### src/rtl/nn_pkg.sv
// Shared definitions for the nn pixel-loading stages: default frame geometry
// and the output FSM state encoding.
package nn_pkg;

    // Output word width: two pixel bytes per word.
    localparam int NN_DATA_WIDTH = 16;

    // Words per frame: one 28x28 image.
    localparam int NN_FRAME_LEN = 784;

    // Default word buffer depth (power of two).
    localparam int NN_FIFO_DEPTH = 16;

    // Output FSM encoding.
    localparam logic [1:0] ST_IDLE   = 2'd0;
    localparam logic [1:0] ST_STREAM = 2'd1;
    localparam logic [1:0] ST_DONE   = 2'd2;

    // Assemble a word from its two bytes; the low byte arrives first.
    function automatic logic [15:0] nn_pack_word(input logic [7:0] hi, input logic [7:0] lo);
        return {hi, lo};
    endfunction

endpackage

### src/rtl/nn_sync_fifo.sv
// Single-clock FIFO with registered read data and full/empty flags.
// Writes while full and reads while empty are ignored.
module nn_sync_fifo #(
    parameter int WIDTH = 16,
    parameter int DEPTH = 16
) (
    input  logic             clk,
    input  logic             rst,
    input  logic             wr_en,
    input  logic [WIDTH-1:0] wr_data,
    input  logic             rd_en,
    output logic [WIDTH-1:0] rd_data,
    output logic             full,
    output logic             empty
);

    localparam int AW = (DEPTH > 1) ? $clog2(DEPTH) : 1;
    localparam logic [AW:0] PTR_ONE = {{AW{1'b0}}, 1'b1};

    logic [WIDTH-1:0] mem [DEPTH];
    logic [AW:0]      wr_ptr;
    logic [AW:0]      rd_ptr;
    logic             do_wr;
    logic             do_rd;

    // Pointers carry one extra wrap bit so full and empty are distinguishable.
    assign empty = (wr_ptr == rd_ptr);
    assign full  = (wr_ptr[AW] != rd_ptr[AW]) && (wr_ptr[AW-1:0] == rd_ptr[AW-1:0]);
    assign do_wr = wr_en & ~full;
    assign do_rd = rd_en & ~empty;

    // Storage array: written only on a legal write, no reset needed.
    always_ff @(posedge clk) begin
        if (do_wr) begin
            mem[wr_ptr[AW-1:0]] <= wr_data;
        end
    end

    // Pointer update and registered read data (one cycle read latency).
    always_ff @(posedge clk or posedge rst) begin
        if (rst) begin
            wr_ptr  <= '0;
            rd_ptr  <= '0;
            rd_data <= '0;
        end else begin
            if (do_wr) begin
                wr_ptr <= wr_ptr + PTR_ONE;
            end
            if (do_rd) begin
                rd_data <= mem[rd_ptr[AW-1:0]];
                rd_ptr  <= rd_ptr + PTR_ONE;
            end
        end
    end

endmodule

### src/rtl/nn_frame_loader.sv
// Frame loader: packs a byte stream (low byte first) into 16-bit words,
// buffers them, and streams exactly one frame of FRAME_LEN words downstream
// under a level-sensitive read enable.
//
// Handshake: a byte moves across the input only in a cycle where
// in_valid and in_ready are both high; in_ready depends on registered state
// only, never on in_valid. A byte offered while in_ready is low is dropped
// and latches the sticky overflow flag. Downstream, out_valid marks the one
// cycle a word is presented; there is no backpressure beyond ren.
module nn_frame_loader
    import nn_pkg::*;
#(
    parameter int DATA_WIDTH = NN_DATA_WIDTH,
    parameter int FRAME_LEN  = NN_FRAME_LEN,
    parameter int FIFO_DEPTH = NN_FIFO_DEPTH
) (
    input  logic                  clk,
    input  logic                  rst,
    input  logic                  in_valid,
    input  logic [7:0]            in_byte,
    output logic                  in_ready,
    input  logic                  ren,
    output logic                  out_valid,
    output logic [DATA_WIDTH-1:0] out_data,
    output logic                  out_last,
    output logic                  frame_done,
    output logic                  overflow
);

    localparam int CNT_W = (FRAME_LEN > 1) ? $clog2(FRAME_LEN) : 1;
    localparam logic [CNT_W-1:0] LAST_IDX = CNT_W'(FRAME_LEN - 1);
    localparam logic [CNT_W-1:0] CNT_ONE  = CNT_W'(1);

    // Byte assembler state.
    logic [7:0]            lo_reg;
    logic [7:0]            hi_reg;
    logic                  byte_phase;     // 0: next byte is low, 1: next byte is high
    logic                  word_pending;   // complete word waiting to be pushed

    // Frame bookkeeping.
    logic [CNT_W-1:0]      in_cnt;         // words pushed in this frame
    logic [CNT_W-1:0]      out_cnt;        // words popped in this frame
    logic                  in_frame_full;  // all words of the frame pushed

    // Output FSM.
    logic [1:0]            state;
    logic [1:0]            next_state;

    // FIFO interface.
    logic                  fifo_full;
    logic                  fifo_empty;
    logic [DATA_WIDTH-1:0] push_word;
    logic [DATA_WIDTH-1:0] fifo_rd_data;

    // Control strobes.
    logic                  accept;
    logic                  push;
    logic                  push_blocked;
    logic                  last_word_pending;
    logic                  pop;
    logic                  frame_clear;

    // A pending word goes to the FIFO the cycle after its high byte, or
    // later if the FIFO is full. While the final word of the frame is still
    // pending, input stays closed so no byte of the next frame sneaks in
    // before in_frame_full rises.
    assign push              = word_pending & ~fifo_full;
    assign push_blocked      = word_pending & fifo_full;
    assign last_word_pending = word_pending & (in_cnt == LAST_IDX);
    assign in_ready          = ~fifo_full & ~in_frame_full & ~push_blocked & ~last_word_pending;
    assign accept            = in_valid & in_ready;
    assign push_word         = DATA_WIDTH'(nn_pack_word(hi_reg, lo_reg));

    // Pop only while streaming; the cycle that shows out_last closes the
    // frame, so nothing is popped then.
    assign pop         = (state == ST_STREAM) & ren & ~fifo_empty & ~out_last;
    assign frame_clear = (state == ST_DONE) & ~ren;
    assign frame_done  = (state == ST_DONE);
    assign out_data    = fifo_rd_data;

    nn_sync_fifo #(
        .WIDTH (DATA_WIDTH),
        .DEPTH (FIFO_DEPTH)
    ) u_fifo (
        .clk     (clk),
        .rst     (rst),
        .wr_en   (push),
        .wr_data (push_word),
        .rd_en   (pop),
        .rd_data (fifo_rd_data),
        .full    (fifo_full),
        .empty   (fifo_empty)
    );

    // Byte assembler: low byte then high byte; a half word survives idle gaps.
    always_ff @(posedge clk or posedge rst) begin
        if (rst) begin
            lo_reg       <= '0;
            hi_reg       <= '0;
            byte_phase   <= 1'b0;
            word_pending <= 1'b0;
        end else begin
            if (push) begin
                word_pending <= 1'b0;
            end
            if (accept) begin
                if (!byte_phase) begin
                    lo_reg <= in_byte;
                end else begin
                    hi_reg       <= in_byte;
                    word_pending <= 1'b1;
                end
                byte_phase <= ~byte_phase;
            end
        end
    end

    // Input word counter and frame-full flag; cleared when the frame is retired.
    always_ff @(posedge clk or posedge rst) begin
        if (rst) begin
            in_cnt        <= '0;
            in_frame_full <= 1'b0;
        end else if (frame_clear) begin
            in_cnt        <= '0;
            in_frame_full <= 1'b0;
        end else if (push) begin
            if (in_cnt == LAST_IDX) begin
                in_cnt        <= '0;
                in_frame_full <= 1'b1;
            end else begin
                in_cnt <= in_cnt + CNT_ONE;
            end
        end
    end

    // Sticky overflow: any byte offered while input is closed.
    always_ff @(posedge clk or posedge rst) begin
        if (rst) begin
            overflow <= 1'b0;
        end else if (in_valid && !in_ready) begin
            overflow <= 1'b1;
        end
    end

    // Output word counter; holds whenever no pop happens.
    always_ff @(posedge clk or posedge rst) begin
        if (rst) begin
            out_cnt <= '0;
        end else if (frame_clear) begin
            out_cnt <= '0;
        end else if (pop) begin
            out_cnt <= (out_cnt == LAST_IDX) ? '0 : out_cnt + CNT_ONE;
        end
    end

    // Output strobes aligned with the FIFO's registered read data.
    always_ff @(posedge clk or posedge rst) begin
        if (rst) begin
            out_valid <= 1'b0;
            out_last  <= 1'b0;
        end else begin
            out_valid <= pop;
            out_last  <= pop & (out_cnt == LAST_IDX);
        end
    end

    // Output FSM next-state logic.
    always_comb begin
        next_state = state;
        case (state)
            ST_IDLE:   if (ren)      next_state = ST_STREAM;
            ST_STREAM: if (out_last) next_state = ST_DONE;
            ST_DONE:   if (!ren)     next_state = ST_IDLE;
            default:                 next_state = ST_IDLE;
        endcase
    end

    // Output FSM state register.
    always_ff @(posedge clk or posedge rst) begin
        if (rst) begin
            state <= ST_IDLE;
        end else begin
            state <= next_state;
        end
    end

endmodule

### config.mk
export PLATFORM = sky130hd
export DESIGN_NAME = nn_frame_loader
export DESIGN_NICKNAME = d
export VERILOG_FILES = /design/src/rtl/nn_pkg.sv /design/src/rtl/nn_sync_fifo.sv /design/src/rtl/nn_frame_loader.sv
export SDC_FILE = /design/constraint.sdc
export NUM_CORES = 1
export LEC_CHECK = 0
export BUFFER_PORTS_ARGS = -buffer_cell sky130_fd_sc_hd__buf_2
export CAP_MARGIN = 5
export CORE_MARGIN = 10
export CORE_UTILIZATION = 40
export DETAILED_ROUTE_END_ITERATION = 10
export MAX_ROUTING_LAYER = met4
export PLACE_DENSITY = 0.52
export SKIP_CTS_REPAIR_TIMING = 1
export SYNTH_ARGS = -nofsm -noshare
export SYNTH_HDL_FRONTEND = slang
export SYNTH_SLANG_ARGS = --single-unit
### constraint.sdc
create_clock -name clk -period 4.2 [get_ports clk]
set_input_delay 1.05 -clock clk [delete_from_list [all_inputs] [get_ports clk]]
set_output_delay 1.05 -clock clk [all_outputs]
set_load 0.005 [all_outputs]
==> impl_metrics.env, run 1 <==
export IMPL_slowest_delay_ns=0.87
export IMPL_drtAntennaViolNets=0
export IMPL_fp_coreArea_um2=32500
export IMPL_dr_total_vias=6890
export IMPL_first_global_vias=7058
export IMPL_critPathBufInv=1
export IMPL_pin_count=33
export IMPL_synthAdderAreaFrac=0.00664
export IMPL_slew_viol_final=0
export IMPL_min_to="overflow"
export IMPL_yosys_warnings=0
export IMPL_avgRoutedWirePerCell_um=23.2
export IMPL_largest_register_ffs=256
export IMPL_synth_simple_gate_area_frac=0.0643
export IMPL_rsz0062_at_grt="no"
export IMPL_muxShareOfSynthArea=0.129
export IMPL_num_antenna_cells=0
export IMPL_grt_pass1_wl_mm=44.9
export IMPL_crit_chain="xnor2_1 -> nand4_2 -> o2bb2ai_2 -> nor2_1 -> buf_2"
export IMPL_final_hold_viol_count=0
export IMPL_io_buffers=32
export IMPL_timing_final_crit_share=0.788
export IMPL_synth_edf_count=256
export IMPL_routed_wl_mm=29.7
export IMPL_outcome="finished, final reports clean"
export IMPL_setup_worst_path_class="register to output pin"
export IMPL_drt_iter0_markers=465
export IMPL_std_cell_rows=66
export IMPL_required_ns=3.15
export IMPL_fin_tns_setup_ns=0
export IMPL_die_w_um=202
export IMPL_clockRootBuffer="clkbuf_16"
export IMPL_ir_drop_v=0.000387
export IMPL_synth_flop_cell="edfxtp_1"
export IMPL_drive_gt1_frac=0.242
export IMPL_antenna_found_initial=0
export IMPL_clk_path_buf_depth=3
export IMPL_postLayoutCellArea_um2=15000
export IMPL_cts_buffers=36
export IMPL_cp_end_kind="output pin"
export IMPL_synth_cells=752
export IMPL_clk_pin_slew_worst_paths_ns=0.05
export IMPL_nets=827
export IMPL_cts_num_sinks=326
export IMPL_holdCritPathClass="register to register"
export IMPL_crit_path_max_fanout=33
export IMPL_r2r_slack_ns=1.38
export IMPL_p_leak_uw=0.00527
export IMPL_areaGrowthSynthToFinish_pct=13.7
export IMPL_avgSynthCellArea_um2=17.6
export IMPL_clkLatencyLatePin_ns=0.52
export IMPL_tritoncts="built"
export IMPL_r2r_cells=6
export IMPL_arrival_ns=2.26
export IMPL_fp_dieArea_um2=40700
export IMPL_fin_crit_ns=3.31
export IMPL_syn_nets=771
export IMPL_ys_ff_latch=326
export IMPL_h_tree_depth=2
export IMPL_fmax_mhz=302
export IMPL_worstReg2RegStart="u_fifo.rd_ptr[1]"
export IMPL_finalSetupViolCount=0
export IMPL_grt_max_degree=45
export IMPL_synth_area_um2=13200
export IMPL_synth_cell_type_count=53
export IMPL_slew_limit_headroom=0.312
export IMPL_hold_path_startpoint="overflow"
export IMPL_synthXorXnorAreaFrac=0.0106
export IMPL_gp_congestion=0.747
export IMPL_grtUsageTotal=0.149
export IMPL_dpl_cell_area_um2=13900
export IMPL_post_dp_hpwl_mm=17.7
export IMPL_gr_total_overflow=0
export IMPL_ys_seq_area_frac=0.715
export IMPL_drt_pass1_iter_count=4
export IMPL_maxCapViolCount=0
export IMPL_slowest_stage="dfrtp_4"
export IMPL_synth_compound_area_frac=0.0526
export IMPL_drc=0
export IMPL_cpLargestDelayFamily="flip-flops"
export IMPL_worst_setup_path_start_kind="register"
export IMPL_die_h_um=202
export IMPL_tightestPinTransition_ns=1.03
export IMPL_min_delay_path_depth=1
export IMPL_synthArstFlopShare=0.215
export IMPL_rr_endpoint="u_fifo.mem[14][10]"
export IMPL_finalClockSkew_ns=0.0221
export IMPL_synth_top_family_by_area="multiplexers"
export IMPL_power_density_nw_per_um2=703
export IMPL_start_util=0.406
export IMPL_drt_vias_per_instance=5.39
final cells by class:
type                       count  area (µm²)
inverter                       5        20.0
sequential                   326        9450
clock inverter                12        88.8
clock buffer                  54        1050
timing repair buffer          60         370
fill                        2844       17500
tap                          442         553
multi-input combinational    379        3470
metal layers:
layer,track usage,vias up,part of all wire,wire length [µm]
met5,-,-,0,0
met4,0.0462,0,0.023,698
met3,0.0222,48,0.036,1080
met2,0.232,177,0.48,14300
met1,0.200,3572,0.46,13700
li1,-,3093,-,-
synth_stat cells, drive strengths merged, types with 4 or more instances:
cell type    n  share of area
edfxtp     256           0.58
dfrtp       70           0.13
mux4        48          0.084
nor2b       38          0.018
a21oi       37          0.014
mux2        34          0.031
nor2        31         0.0088
buf         25          0.016
and3        22          0.010
nand2       19         0.0054
mux2i       18          0.014
a211oi      17         0.0097
clkbuf      17         0.0048
nand3       17         0.0064
a2111oi     16          0.011
xnor2       12         0.0080
a22o         8         0.0053
o21ai        8         0.0030
ha           7         0.0066
inv          5         0.0014
nor3         5         0.0027
nand2b       4         0.0019
nand4        4         0.0024
xor2         4         0.0027
power breakdown:
group	switching (µW)	internal, µW
registers	742	4320
logic	1290	1190
clock network	1210	1790
total	3250	7300
per-stage QoR:
step / util / std cells / power (µW) / hold slack (ns) / setup WS (ns)
2_1_floorplan: - / 752 / 6810 / 0.433 / 1.31
3_3_place_gp: 0.426 / 1212 / 7560 / 0.445 / 1.37
3_5_place_dp: 0.426 / 1212 / 7650 / 0.447 / 1.37
4_1_cts: 0.461 / 1278 / 10700 / 0.467 / 0.815
5_1_grt: 0.461 / 1278 / 11100 / 0.512 / 0.656
6_report: 0.461 / 1278 / 10500 / 0.466 / 0.889
cell usage in the layout, fill, tap and decap left out, types with 22 or more instances in the layout:
cell,instances
nor2b_1,38
nor2_1,30
a21oi_1,37
mux4_2,42
buf_2,32
mux2_2,26
buf_4,28
and3_1,22
clkbuf_16,37
dfrtp_1,68
edfxtp_1,256
cells by family (layout without fill, tap and decap cells):
family / count (synthesis) / count (layout)
compound gates: 102 / 102
xor+xnor: 16 / 16
fa+ha+maj: 7 / 7
buf+inv: 47 / 131
flops: 326 / 326
mux: 100 / 100
simple gates: 154 / 154
how the worst max path moves through the flow:
| stage | startpoint | end | slack, ns | depth (start not counted) |
|---|---|---|---|---|
| final | u_fifo.rd_ptr[1] | in_ready | 0.89 | 5 |
| after global placement | u_fifo.rd_ptr[1] | in_ready | 1.37 | 5 |
| after CTS | u_fifo.rd_ptr[1] | in_ready | 0.82 | 5 |
| after detailed placement | u_fifo.rd_ptr[1] | u_fifo.rd_data[3] | 1.37 | 5 |
| after floorplan | u_fifo.rd_ptr[0] | u_fifo.mem[3][0] | 1.31 | 7 |
| after global routing | u_fifo.rd_ptr[1] | in_ready | 0.66 | 5 |
No activity file was read; power rests on OpenSTA's default activity.
==> inputs of run 2 (changes only) <==
==> constraint.sdc (replaced) <==
create_clock -name clk -period 3.37 [get_ports clk]
set_input_delay 0.8425 -clock clk [delete_from_list [all_inputs] [get_ports clk]]
set_output_delay 0.8425 -clock clk [all_outputs]
set_load 0.005 [all_outputs]
==> run 2 against run 1 <==
Utilization up 0.69 points. Clock-buffer cell count down 6. Via count up 0.39%. Largest cell class unchanged. Highest routed layer unchanged.
==> impl_metrics.env, run 2 (synthesized netlist as in run 1, its figures left out) <==
export IMPL_outcome="finished, final reports clean"
export IMPL_cts_buffers=36
export IMPL_final_hold_viol_count=0
export IMPL_timing_final_crit_share=0.880
export IMPL_layout_commonest_cell="edfxtp_1"
export IMPL_routed_wl_mm=30.1
export IMPL_rsz0062_at_grt="no"
export IMPL_worst_setup_path_start_kind="register"
export IMPL_finalClockSkew_ns=0.0123
export IMPL_drt_iter0_markers=567
export IMPL_drtAntennaViolNets=0
export IMPL_p_leak_uw=0.00538
export IMPL_first_global_vias=7258
export IMPL_areaGrowthSynthToFinish_pct=15.4
export IMPL_grt_max_degree=100
export IMPL_drc=0
export IMPL_cpLargestDelayFamily="flip-flops"
export IMPL_critPathBufInv=1
export IMPL_drt_pass1_iter_count=5
export IMPL_power_density_nw_per_um2=880
export IMPL_slowest_delay_ns=0.72
export IMPL_avgRoutedWirePerCell_um=23.3
export IMPL_cts_num_sinks=326
export IMPL_start_util=0.406
export IMPL_dr_total_vias=6917
export IMPL_slew_viol_final=0
export IMPL_die_h_um=202
export IMPL_h_tree_depth=2
export IMPL_clk_pin_slew_worst_paths_ns=0.06
export IMPL_clockRootBuffer="clkbuf_16"
export IMPL_arrival_ns=2.12
export IMPL_holdWs_ns=0.411
export IMPL_antenna_found_initial=0
export IMPL_tightestPinTransition_ns=0.770
export IMPL_fmax_mhz=337
export IMPL_clkLatencyLatePin_ns=0.51
export IMPL_post_dp_hpwl_mm=18.2
export IMPL_tritoncts="built"
export IMPL_pin_count=33
export IMPL_grtUsageTotal=0.152
export IMPL_mostFrequentLayoutCells="edfxtp_1 (256), dfrtp_1 (68), mux4_2 (42)"
export IMPL_ir_drop_v=0.000444
export IMPL_gp_congestion=0.786
export IMPL_finalPower_uw=13400
export IMPL_crit_path_max_fanout=21
export IMPL_finalSetupViolCount=0
export IMPL_setup_worst_path_class="register to output pin"
export IMPL_cp_end_kind="output pin"
export IMPL_holdCritPathClass="input pin to asynchronous set/reset pin"
export IMPL_crit_chain="xnor2_1 -> nand4_2 -> o2bb2ai_2 -> nor2_1 -> buf_2"
export IMPL_fp_dieArea_um2=40700
export IMPL_fin_crit_ns=2.97
export IMPL_io_buffers=32
export IMPL_die_w_um=202
export IMPL_gr_total_overflow=0
export IMPL_fp_coreArea_um2=32500
export IMPL_clk_path_buf_depth=3
export IMPL_register_area_um2=9450
export IMPL_multi_input_area_um2=3470
export IMPL_num_antenna_cells=0
export IMPL_stdcell_count=1292
export IMPL_maxCapViolCount=0
export IMPL_slowest_stage="dfrtp_4"
export IMPL_std_cell_rows=66
export IMPL_slew_limit_headroom=0.474
export IMPL_grt_pass1_wl_mm=46.0
export IMPL_drt_vias_per_instance=5.35
export IMPL_fin_tns_setup_ns=0
export IMPL_dp_cells=1226
export IMPL_drive_gt1_frac=0.259
export IMPL_required_ns=2.53
export IMPL_nets=841
export IMPL_largest_register_ffs=256
export IMPL_fillers=2821
==> run 2: changes by cell type in the layout (fill, tap and decap cells not counted), moves of 2 or more <==
cell / before / now
buf_12: 0 / 3
buf_4: 28 / 38
bufinv_16: 1 / 3
clkbuf_1: 11 / 5
clkinvlp_4: 0 / 4
inv_6: 2 / 0
==> run 2: path summary, 6_finish.rpt <==
path | slack [ns] | from | cells after the start | to
worst min register to register | 0.47 | overflow | 1 | overflow
min in group clk | 0.47 | overflow | 1 | overflow
worst max register to register | 0.82 | u_fifo.rd_ptr[1] | 5 | u_fifo.mem[7][15]
worst min-delay path | 0.41 | rst | 3 | u_fifo.rd_data[0]
max in group asynchronous | 2.57 | rst | 3 | u_fifo.rd_ptr[1]
worst max-delay path | 0.40 | u_fifo.rd_ptr[1] | 5 | in_ready
==> run 2: metrics by stage <==
| step | setup slack [ns] | area [µm²] | utilization |
|---|---|---|---|
| global route | 0.234 | 15200 | 0.468 |
| CTS | 0.339 | 15200 | 0.468 |
| floorplan | 0.475 | 13200 | - |
| detailed placement | 0.749 | 14000 | 0.431 |
| global placement | 0.566 | 14000 | 0.430 |
| finish | 0.404 | 15200 | 0.468 |
==> run 2: worst reg2reg max path, cell delays in order (launching register included) <==
cell and delay, ns:
dfrtp_4 0.67, xnor2_1 0.21, nand4_2 0.14, o21a_1 0.40
and3_1 0.49, buf_4 0.33
==> run 2: metal layers <==
metal | part of all wire | up-vias | routed length [µm] | GRT usage
li1 | - | 3118 | - | -
met1 | 0.45 | 3610 | 13500 | 0.200
met2 | 0.49 | 148 | 14700 | 0.242
met3 | 0.046 | 41 | 1370 | 0.0262
met4 | 0.018 | 0 | 544 | 0.0395
met5 | 0 | - | 0 | -
==> run 2: layout make-up <==
cell class                 instances  area share
multi-input combinational        379       0.228
sequential                       326       0.620
clock buffer                      48      0.0682
timing repair buffer              74      0.0339
tap                              442      0.0363
clock inverter                    18      0.0119
inverter                           5     0.00131
==> run 2: report_power, final <==
part	total, µW	leakage (µW)	switching, µW	internal [µW]
combinational	3290	0.00164	1730	1550
clock	3930	0.000590	1530	2400
sequential	6190	0.00315	805	5380
